### config.mk
export PLATFORM = sky130hd
export DESIGN_NAME = dm_store_buffer
export DESIGN_NICKNAME = d
export VERILOG_FILES = /design/src/rtl/dm_store_buffer.sv
export SDC_FILE = /design/constraint.sdc
export NUM_CORES = 1
export LEC_CHECK = 0
export CELL_PAD_IN_SITES_DETAIL_PLACEMENT = 0
export CELL_PAD_IN_SITES_GLOBAL_PLACEMENT = 1
export CORE_MARGIN = 5
export CORE_UTILIZATION = 35
export CTS_BUF_LIST = sky130_fd_sc_hd__clkbuf_2 sky130_fd_sc_hd__clkbuf_4 sky130_fd_sc_hd__clkbuf_8
export DETAILED_ROUTE_END_ITERATION = 10
export PLACE_DENSITY_LB_ADDON = 0.2
export SLEW_MARGIN = 20
export SYNTH_ARGS = -nofsm -noshare
export SYNTH_HDL_FRONTEND = slang
export SYNTH_SLANG_ARGS = --single-unit
### constraint.sdc
create_clock -name clk -period 5.3 [get_ports clk]
set_input_delay 0.53 -clock clk [delete_from_list [all_inputs] [get_ports clk]]
set_output_delay 0.53 -clock clk [all_outputs]
set_load 0.03 [all_outputs]
### src/rtl/dm_store_buffer.sv
// -----------------------------------------------------------------------------
// dm_store_buffer
//
// MEM-stage store path. It decodes sb/sh/sw, aligns the store data to byte
// lanes and generates byte enables. Aligned stores are queued in a small FIFO
// and drained to data memory over a req/ack handshake, so memory wait states
// only stall the pipeline once the queue is full.
//
// Optional feature: define DM_STORE_FWD_CHECK_EN to add a load/store
// word-address conflict check (ld_check, ld_addr, ld_conflict).
//
// Ports:
//   clk, rst_n       clock (rising edge), asynchronous active-low reset
//   st_valid         pipeline presents an instruction this cycle
//   op               opcode: 6'h28 sb, 6'h29 sh, 6'h2b sw, others ignored
//   addr             store byte address
//   rt_data          store data (value held in the low bits)
//   st_ready         a store can be accepted this cycle (count != DEPTH)
//   misalign         one-cycle pulse: a misaligned store was dropped
//   mem_req          head entry valid and presented to memory
//   mem_addr         word-aligned head address (low 2 bits zero)
//   mem_wdata        lane-aligned head write data
//   mem_be           head byte enables, bit i covers bits 8i+7:8i
//   mem_ack          memory accepts the head entry this cycle
//   empty            no buffered stores
//   ld_check         (optional) a load is in MEM this cycle
//   ld_addr          (optional) load byte address
//   ld_conflict      (optional) load hits a buffered store word
// -----------------------------------------------------------------------------
module dm_store_buffer #(
  parameter int DEPTH = 2,
  parameter int AW    = 32
) (
  input  logic          clk,
  input  logic          rst_n,
  input  logic          st_valid,
  input  logic [5:0]    op,
  input  logic [AW-1:0] addr,
  input  logic [31:0]   rt_data,
  output logic          st_ready,
  output logic          misalign,
  output logic          mem_req,
  output logic [AW-1:0] mem_addr,
  output logic [31:0]   mem_wdata,
  output logic [3:0]    mem_be,
  input  logic          mem_ack,
`ifdef DM_STORE_FWD_CHECK_EN
  input  logic          ld_check,
  input  logic [AW-1:0] ld_addr,
  output logic          ld_conflict,
`endif
  output logic          empty
);

  localparam int PW = (DEPTH > 1) ? $clog2(DEPTH) : 1;
  localparam logic [PW:0] FULL_CNT = (PW+1)'(DEPTH);

  // Control state
  logic [PW:0]   count;
  logic [PW-1:0] wr_ptr;
  logic [PW-1:0] rd_ptr;

  // Entry storage holds only the word address; byte offset is encoded in be.
  // Data storage is not reset: outputs are gated by mem_req instead.
  logic [AW-3:0] q_waddr [DEPTH];
  logic [31:0]   q_wdata [DEPTH];
  logic [3:0]    q_be    [DEPTH];

  logic        is_store;
  logic        aligned;
  logic [31:0] fmt_data;
  logic [3:0]  fmt_be;
  logic        enq;
  logic        retire;

  // Decode and lane formatting
  always_comb begin
    is_store = 1'b0;
    aligned  = 1'b0;
    fmt_data = '0;
    fmt_be   = '0;
    case (op)
      6'h28: begin
        is_store = 1'b1;
        aligned  = 1'b1;
        fmt_data = {4{rt_data[7:0]}};
        fmt_be   = 4'b0001 << addr[1:0];
      end
      6'h29: begin
        is_store = 1'b1;
        aligned  = ~addr[0];
        fmt_data = {2{rt_data[15:0]}};
        fmt_be   = addr[1] ? 4'b1100 : 4'b0011;
      end
      6'h2b: begin
        is_store = 1'b1;
        aligned  = (addr[1:0] == 2'b00);
        fmt_data = rt_data;
        fmt_be   = 4'b1111;
      end
      default: ;
    endcase
  end

  assign st_ready = (count != FULL_CNT);
  assign empty    = (count == '0);
  assign mem_req  = ~empty;
  assign enq      = st_valid & is_store & aligned & st_ready;
  assign retire   = mem_req & mem_ack;

  // Head presentation; forced to zero when nothing is queued so stale or
  // uninitialised entries never reach the memory port.
  assign mem_addr  = mem_req ? {q_waddr[rd_ptr], 2'b00} : '0;
  assign mem_wdata = mem_req ? q_wdata[rd_ptr] : '0;
  assign mem_be    = mem_req ? q_be[rd_ptr] : '0;

  // Queue control
  always_ff @(posedge clk or negedge rst_n) begin
    if (!rst_n) begin
      count    <= '0;
      wr_ptr   <= '0;
      rd_ptr   <= '0;
      misalign <= 1'b0;
    end else begin
      misalign <= st_valid & is_store & ~aligned & st_ready;
      // Power-of-two depth: pointer overflow is the modulo wrap.
      if (enq)    wr_ptr <= wr_ptr + PW'(1);
      if (retire) rd_ptr <= rd_ptr + PW'(1);
      case ({enq, retire})
        2'b10:   count <= count + (PW+1)'(1);
        2'b01:   count <= count - (PW+1)'(1);
        default: count <= count;
      endcase
    end
  end

  // Queue data
  always_ff @(posedge clk) begin
    if (enq) begin
      q_waddr[wr_ptr] <= addr[AW-1:2];
      q_wdata[wr_ptr] <= fmt_data;
      q_be[wr_ptr]    <= fmt_be;
    end
  end

`ifdef DM_STORE_FWD_CHECK_EN
  // An entry is live when its distance from the head is below count; the
  // entry retiring this cycle is still live.
  logic [PW-1:0] offs;
  always_comb begin
    ld_conflict = 1'b0;
    offs        = '0;
    for (int i = 0; i < DEPTH; i++) begin
      offs = PW'(i) - rd_ptr;
      if (({1'b0, offs} < count) && (q_waddr[i] == ld_addr[AW-1:2]))
        ld_conflict = ld_check;
    end
  end
`endif

endmodule

==> results of run 1 <==
critical path: stages, from the launching register on:
cell and delay [ns]:
dfrtp_4 0.99, buf_4 0.48, mux2i_1 0.13, nor2_1 0.16, clkdlybuf4s50_1 0.70
layout by cell type (no fill, tap or decap), types with 9 or more instances in the layout:
master,n
a22o_1,16
clkbuf_8,17
mux2i_1,74
nor2_1,68
edfxtp_1,132
o21ai_0,9
nand2_1,9
clkdlybuf4s50_1,143
and2_1,9
layout make-up:
cell class              instances  area, um^2  share of cell area, %
flip-flops and latches        137        4090                   52.4
multi-input cells             214        1540                   19.7
repair buffers                147        1490                   19.0
well taps                     220         275                   3.52
clock buffers                  17         234                   2.99
clock inverters                14         181                   2.32
inverters                       3        11.3                  0.144
synthesized netlist by cell type:
cell type	number
and2_1	9
buf_2	8
or2_2	1
nand2b_1	2
nor2_2	2
a22o_1	16
conb_1	1
a21oi_4	1
buf_6	1
dfrtp_1	5
edfxtp_1	132
ha_1	1
a22oi_1	1
a21oi_1	1
nor2_1	70
inv_1	2
nand4_2	1
o31ai_1	2
nand4bb_4	1
nor2b_1	1
o21ai_1	1
inv_2	1
xnor2_1	3
and4b_1	1
o21ai_0	9
nand3_1	1
nand2_1	9
xor2_1	2
nor3_2	1
mux2i_1	74
clkbuf_1	2
and3_4	1
and4bb_4	1
buf_4	10
buf_8	1
per-layer routing:
metal / track usage (%) / vias to the layer above / wire length (um)
met5: 0 / - / 0
met2: 20.5 / 133 / 5710
met4: 4.47 / 0 / 189
li1: - / 1675 / -
met3: 5.39 / 17 / 961
met1: 18.1 / 1668 / 6140
metrics by stage:
stage	instance area [um^2]	setup slack, ns	hold slack [ns]	util (%)	cells
after floorplan	5770	0.861	0.234	-	376
after global placement	7400	1.64	0.475	45.3	721
after detailed placement	7400	1.58	0.499	45.3	721
after CTS	7820	1.77	0.301	47.8	752
after global routing	7820	1.65	0.313	47.8	752
final	7820	1.85	0.324	47.8	752
state kept, by name (all words and copies together), names as in the netlist:
name and flops:
count 2, misalign 1, q_be 8, q_waddr 60, q_wdata 64, rd_ptr 1, wr_ptr 1
power breakdown:
group          internal (W)  switching, W
Sequential          0.00121      0.000110
Clock              0.000504      0.000377
Combinational      0.000705      0.000943
Total               0.00241       0.00143
worst max path at each step:
| stage | endpoint | slack (ns) | cells after the start |
|---|---|---|---|
| after floorplan | q_be[0][0] | 0.86 | 4 |
| after global placement | q_wdata[0][20] | 1.64 | 6 |
| after detailed placement | q_wdata[0][23] | 1.58 | 6 |
| after CTS | mem_addr[5] | 1.77 | 5 |
| after global routing | mem_addr[5] | 1.65 | 5 |
| final | mem_addr[5] | 1.85 | 4 |
cells by family after synthesis:
family | Yosys count | synth area share, %
AOI/OAI and AO/OA | 31 | 4.06
and+or+nand+nor | 101 | 8.37
adders and majority gates | 1 | 0.217
other | 1 | 0.0650
muxes | 74 | 12.8
DFF | 137 | 70.9
buffers and inverters | 25 | 2.78
xor gates and xnor gates | 5 | 0.760
==> impl_metrics.ini, run 1 <==
[outcome]
status = completed

[die]
die_w_um = 138
initial_utilization_pct = 35.3
die-area_mm2 = 0.0191
rows = 47
ioPinCount = 146
core_mm2 = 0.0163
die_y_um = 138

[sta]
clock_skew_ns = 0.0129
slew_headroom_pct = 43.3
timing.final.crit_period_ns = 3.45
worstMarginPinSlew_ns = 0.851
fmax_mhz = 290
tns_ns = 0
finalHoldViolations = 0
finalSetupViolCount = 0
finalCritPeriodShare_pct = 65.1
rsz0062_at_grt = no
drv_slew = 0

[synth]
ys_warn_count = 0
synth.distinct_cells = 35
synth_top_area_share_pct = 68.7
ys_seq_area_share_pct = 70.9
yosys.area.top_type = edfxtp_1
synth_area_per_cell_um2 = 15.4
syn-instance-count = 375
synth-seq-cells = 137
yosys-top-cells-area = edfxtp_1 69%, mux2i_1 13%, nor2_1 4.6%
syn-cell-area_mm2 = 0.00577

[clock_tree]
cts_num_sinks = 137
cts_setup_buffers = 0
cts_resized = 0
cts_buffer_depth = 2
cts_tree = yes
cts_buffers = 17
htreeDepth = 4
clk_latency_ns = 0.43
clk_pin_slew_ns = 0.07
cts_hold_buf = 0
clock-root-buffer = clkbuf_8

[grt]
antenna_found_initial = 0
overflow = 0
grt_use_total_pct = 13.6
grt_max_degree = 48
grt_pass1_vias = 3738
grt_first_pass_wirelength_mm = 20.2

[layout]
insertedDiodeCount = 0
fillers = 1503
fin_nets = 595
drive_gt1_share_pct = 8.27
area_delta_synth_final_pct = 35.6

[routing]
first_pass_iters = 4
antenna_left = 0
vias_per_cell = 4.64
wire_per_inst_um = 17.3
wl_mm = 13.0
drt-initial-drc-count = 145
drc = 0
vias = 3493

[placement]
dp_hpwl_mm = 8.99
gp_congestion = 0.733
io_buffer_count = 143

[pwr]
powerDensity_mw_per_mm2 = 492
power_w = 0.00384
vdd_drop_max_mv = 0.193
p_leak_nw = 2.78

[critical_path]
critPathCaptureType = output port
worstSetupPathType = flip-flop to output port
crit_start = rd_ptr
r2r_slack_ns = 3.07
reg2reg_to = q_waddr[0][11]
crit_required_ns = 4.77
r2r.worst_path.cells = 4
r2r-start = count[0]
worst-path-max-fanout = 47
start_kind = flip-flop
crit_arrival_ns = 2.92

[flow_run]
drv_cap = 0

[min_path]
hp-class = input port to asynchronous set/reset pin
(Power assumes the default switching activity.)
==> inputs of run 2 (changes only) <==
==> constraint.sdc (replaced) <==
create_clock -name clk -period 3.49 [get_ports clk]
set_input_delay 0.349 -clock clk [delete_from_list [all_inputs] [get_ports clk]]
set_output_delay 0.349 -clock clk [all_outputs]
set_load 0.03 [all_outputs]
==> run 2 against run 1 <==
  * Count of clock-buffer cells in the layout unchanged
  * Die area unchanged
  * Cell count increased by 0.66%
==> impl_metrics.ini, run 2 (synthesis results as in run 1) <==
[layout]
insertedDiodeCount = 0
stdcell_area_mm2 = 0.00782
largest_registers = q_wdata: 64 flops, q_waddr: 60 flops, q_be: 8 flops
regMostFlops = q_wdata
layout_common_cells = 143 x clkdlybuf4s50_1, 132 x edfxtp_1, 74 x mux2i_1
area_delta_synth_final_pct = 35.6
largest_reg_flops = 64
fin_nets = 599
layout_commonest_cell = clkdlybuf4s50_1
drive_gt1_share_pct = 9.87

[critical_path]
crit_buf_inv = 3
path_cells = or2_2 -> inv_2 -> buf_4 -> nor2_1 -> clkdlybuf4s50_1
slowest_stage = clkdlybuf4s50_1
crit_required_ns = 3.14
start_kind = flip-flop
crit_arrival_ns = 2.67
critPathTopFamily = buffers and inverters
r2r.worst_path.cells = 4
critPathMaxStageDelay_ns = 0.61
reg2reg_to = q_wdata[1][11]
worst-path-max-fanout = 26
r2r_slack_ns = 1.58
worstSetupPathType = flip-flop to output port
critPathCaptureType = output port
r2r-start = count[0]

[sta]
finalSetupViolCount = 0
clock_skew_ns = 0.0124
drv_slew = 0
finalCritPeriodShare_pct = 86.5
timing.final.crit_period_ns = 3.02
slew_headroom_pct = 47.9
worstMarginPinSlew_ns = 0.781
rsz0062_at_grt = no
finalHoldViolations = 0
tns_ns = 0
final.setup.worst_slack_ns = 0.472
fmax_mhz = 331

[flow_run]
drv_cap = 0

[grt]
grt_use_total_pct = 14.2
antenna_found_initial = 0
grt_first_pass_wirelength_mm = 20.9
grt_pass1_vias = 3836
overflow = 0
grt_max_degree = 44

[routing]
drc = 0
wl_mm = 13.2
antenna_left = 0
vias_per_cell = 4.60
vias = 3482
drt-initial-drc-count = 214
first_pass_iters = 6
wire_per_inst_um = 17.4

[pwr]
vdd_drop_max_mv = 0.391
powerDensity_mw_per_mm2 = 743
clockPowerShare_pct = 22.1
power.switching_w = 0.00224
p_sw_share_pct = 38.6
p_leak_nw = 2.81
p_seq_share_pct = 34.2
intPower_w = 0.00357
p_comb_share_pct = 43.8

[die]
die-area_mm2 = 0.0191
ioPinCount = 146
rows = 47
die_y_um = 138
core_mm2 = 0.0163
initial_utilization_pct = 35.3
die_w_um = 138

[clock_tree]
htreeDepth = 4
clk_latency_ns = 0.44
cts_buffer_depth = 2
cts_tree = yes
clk_pin_slew_ns = 0.08
clock-root-buffer = clkbuf_8
cts_buffers = 17
cts_num_sinks = 137
cts_setup_buffers = 0
cts_hold_buf = 0
cts_resized = 0

[placement]
gp_congestion = 0.780
placed_area_mm2 = 0.00742
io_buffer_count = 143
dp_slack_ns = 0.784
dp_hpwl_mm = 9.20

[outcome]
status = completed

[min_path]
hp-class = input port to asynchronous set/reset pin
## run 2: cell types whose count changed in the layout (fill, tap and decap cells not counted)
cell / delta
buf_12: -1
buf_4: +5
bufinv_16: -2
clkinv_1: -4
clkinv_2: +1
clkinv_4: +3
clkinvlp_4: -1
inv_6: +3
inv_8: +1
## run 2: final cells by class
type / instances / area, um^2
Tap cell: 220 / 275
Fill cell: 1485 / 8530
Clock buffer: 17 / 234
Multi-Input combinational cell: 214 / 1540
Inverter: 3 / 11.3
Sequential cell: 137 / 4090
Clock inverter: 15 / 168
Timing Repair Buffer: 151 / 1500
## run 2: routing by layer
| metal | wire [um] | track usage [%] | vias to the layer above |
|---|---|---|---|
| met5 | 0 | 0 | - |
| met4 | 180 | 4.68 | 0 |
| met3 | 939 | 5.46 | 15 |
| met2 | 6010 | 21.6 | 131 |
| met1 | 6060 | 18.6 | 1650 |
| li1 | - | - | 1686 |
## run 2: metrics by stage
stage               power (W)  utilization, %  instances  hold slack [ns]
global placement      0.00461            45.4        725            0.470
detailed placement    0.00461            45.4        725            0.504
floorplan             0.00355               -        376           0.0534
global route          0.00611            47.8        757            0.121
CTS                   0.00591            47.8        757            0.105
finish                0.00581            47.8        757            0.141
## run 2: how the worst max path moves through the flow
stage / from / endpoint / depth (start not counted)
finish: count[0] / mem_addr[16] / 5
global route: count[0] / mem_addr[10] / 5
CTS: count[0] / mem_addr[16] / 5
detailed placement: op[5] / q_wdata[0][22] / 6
global placement: op[5] / q_wdata[1][16] / 6
floorplan: op[2] / q_be[0][0] / 4
## run 2: power by group through the flow
stage | Sequential, W | Clock, W | Combinational, W
2_1_floorplan | 0.00188 | 0 | 0.00166
3_3_place_gp | 0.00202 | 0 | 0.00258
3_5_place_dp | 0.00203 | 0 | 0.00258
4_1_cts | 0.00199 | 0.00133 | 0.00259
5_1_grt | 0.00200 | 0.00140 | 0.00271
6_report | 0.00199 | 0.00128 | 0.00254
## run 2: worst reg2reg max path: stages, from the launching register on
cell      delay, ns
dfrtp_1        0.41
nand2b_1       0.20
nand4_2        0.25
nor2_4         0.16
buf_4          0.52
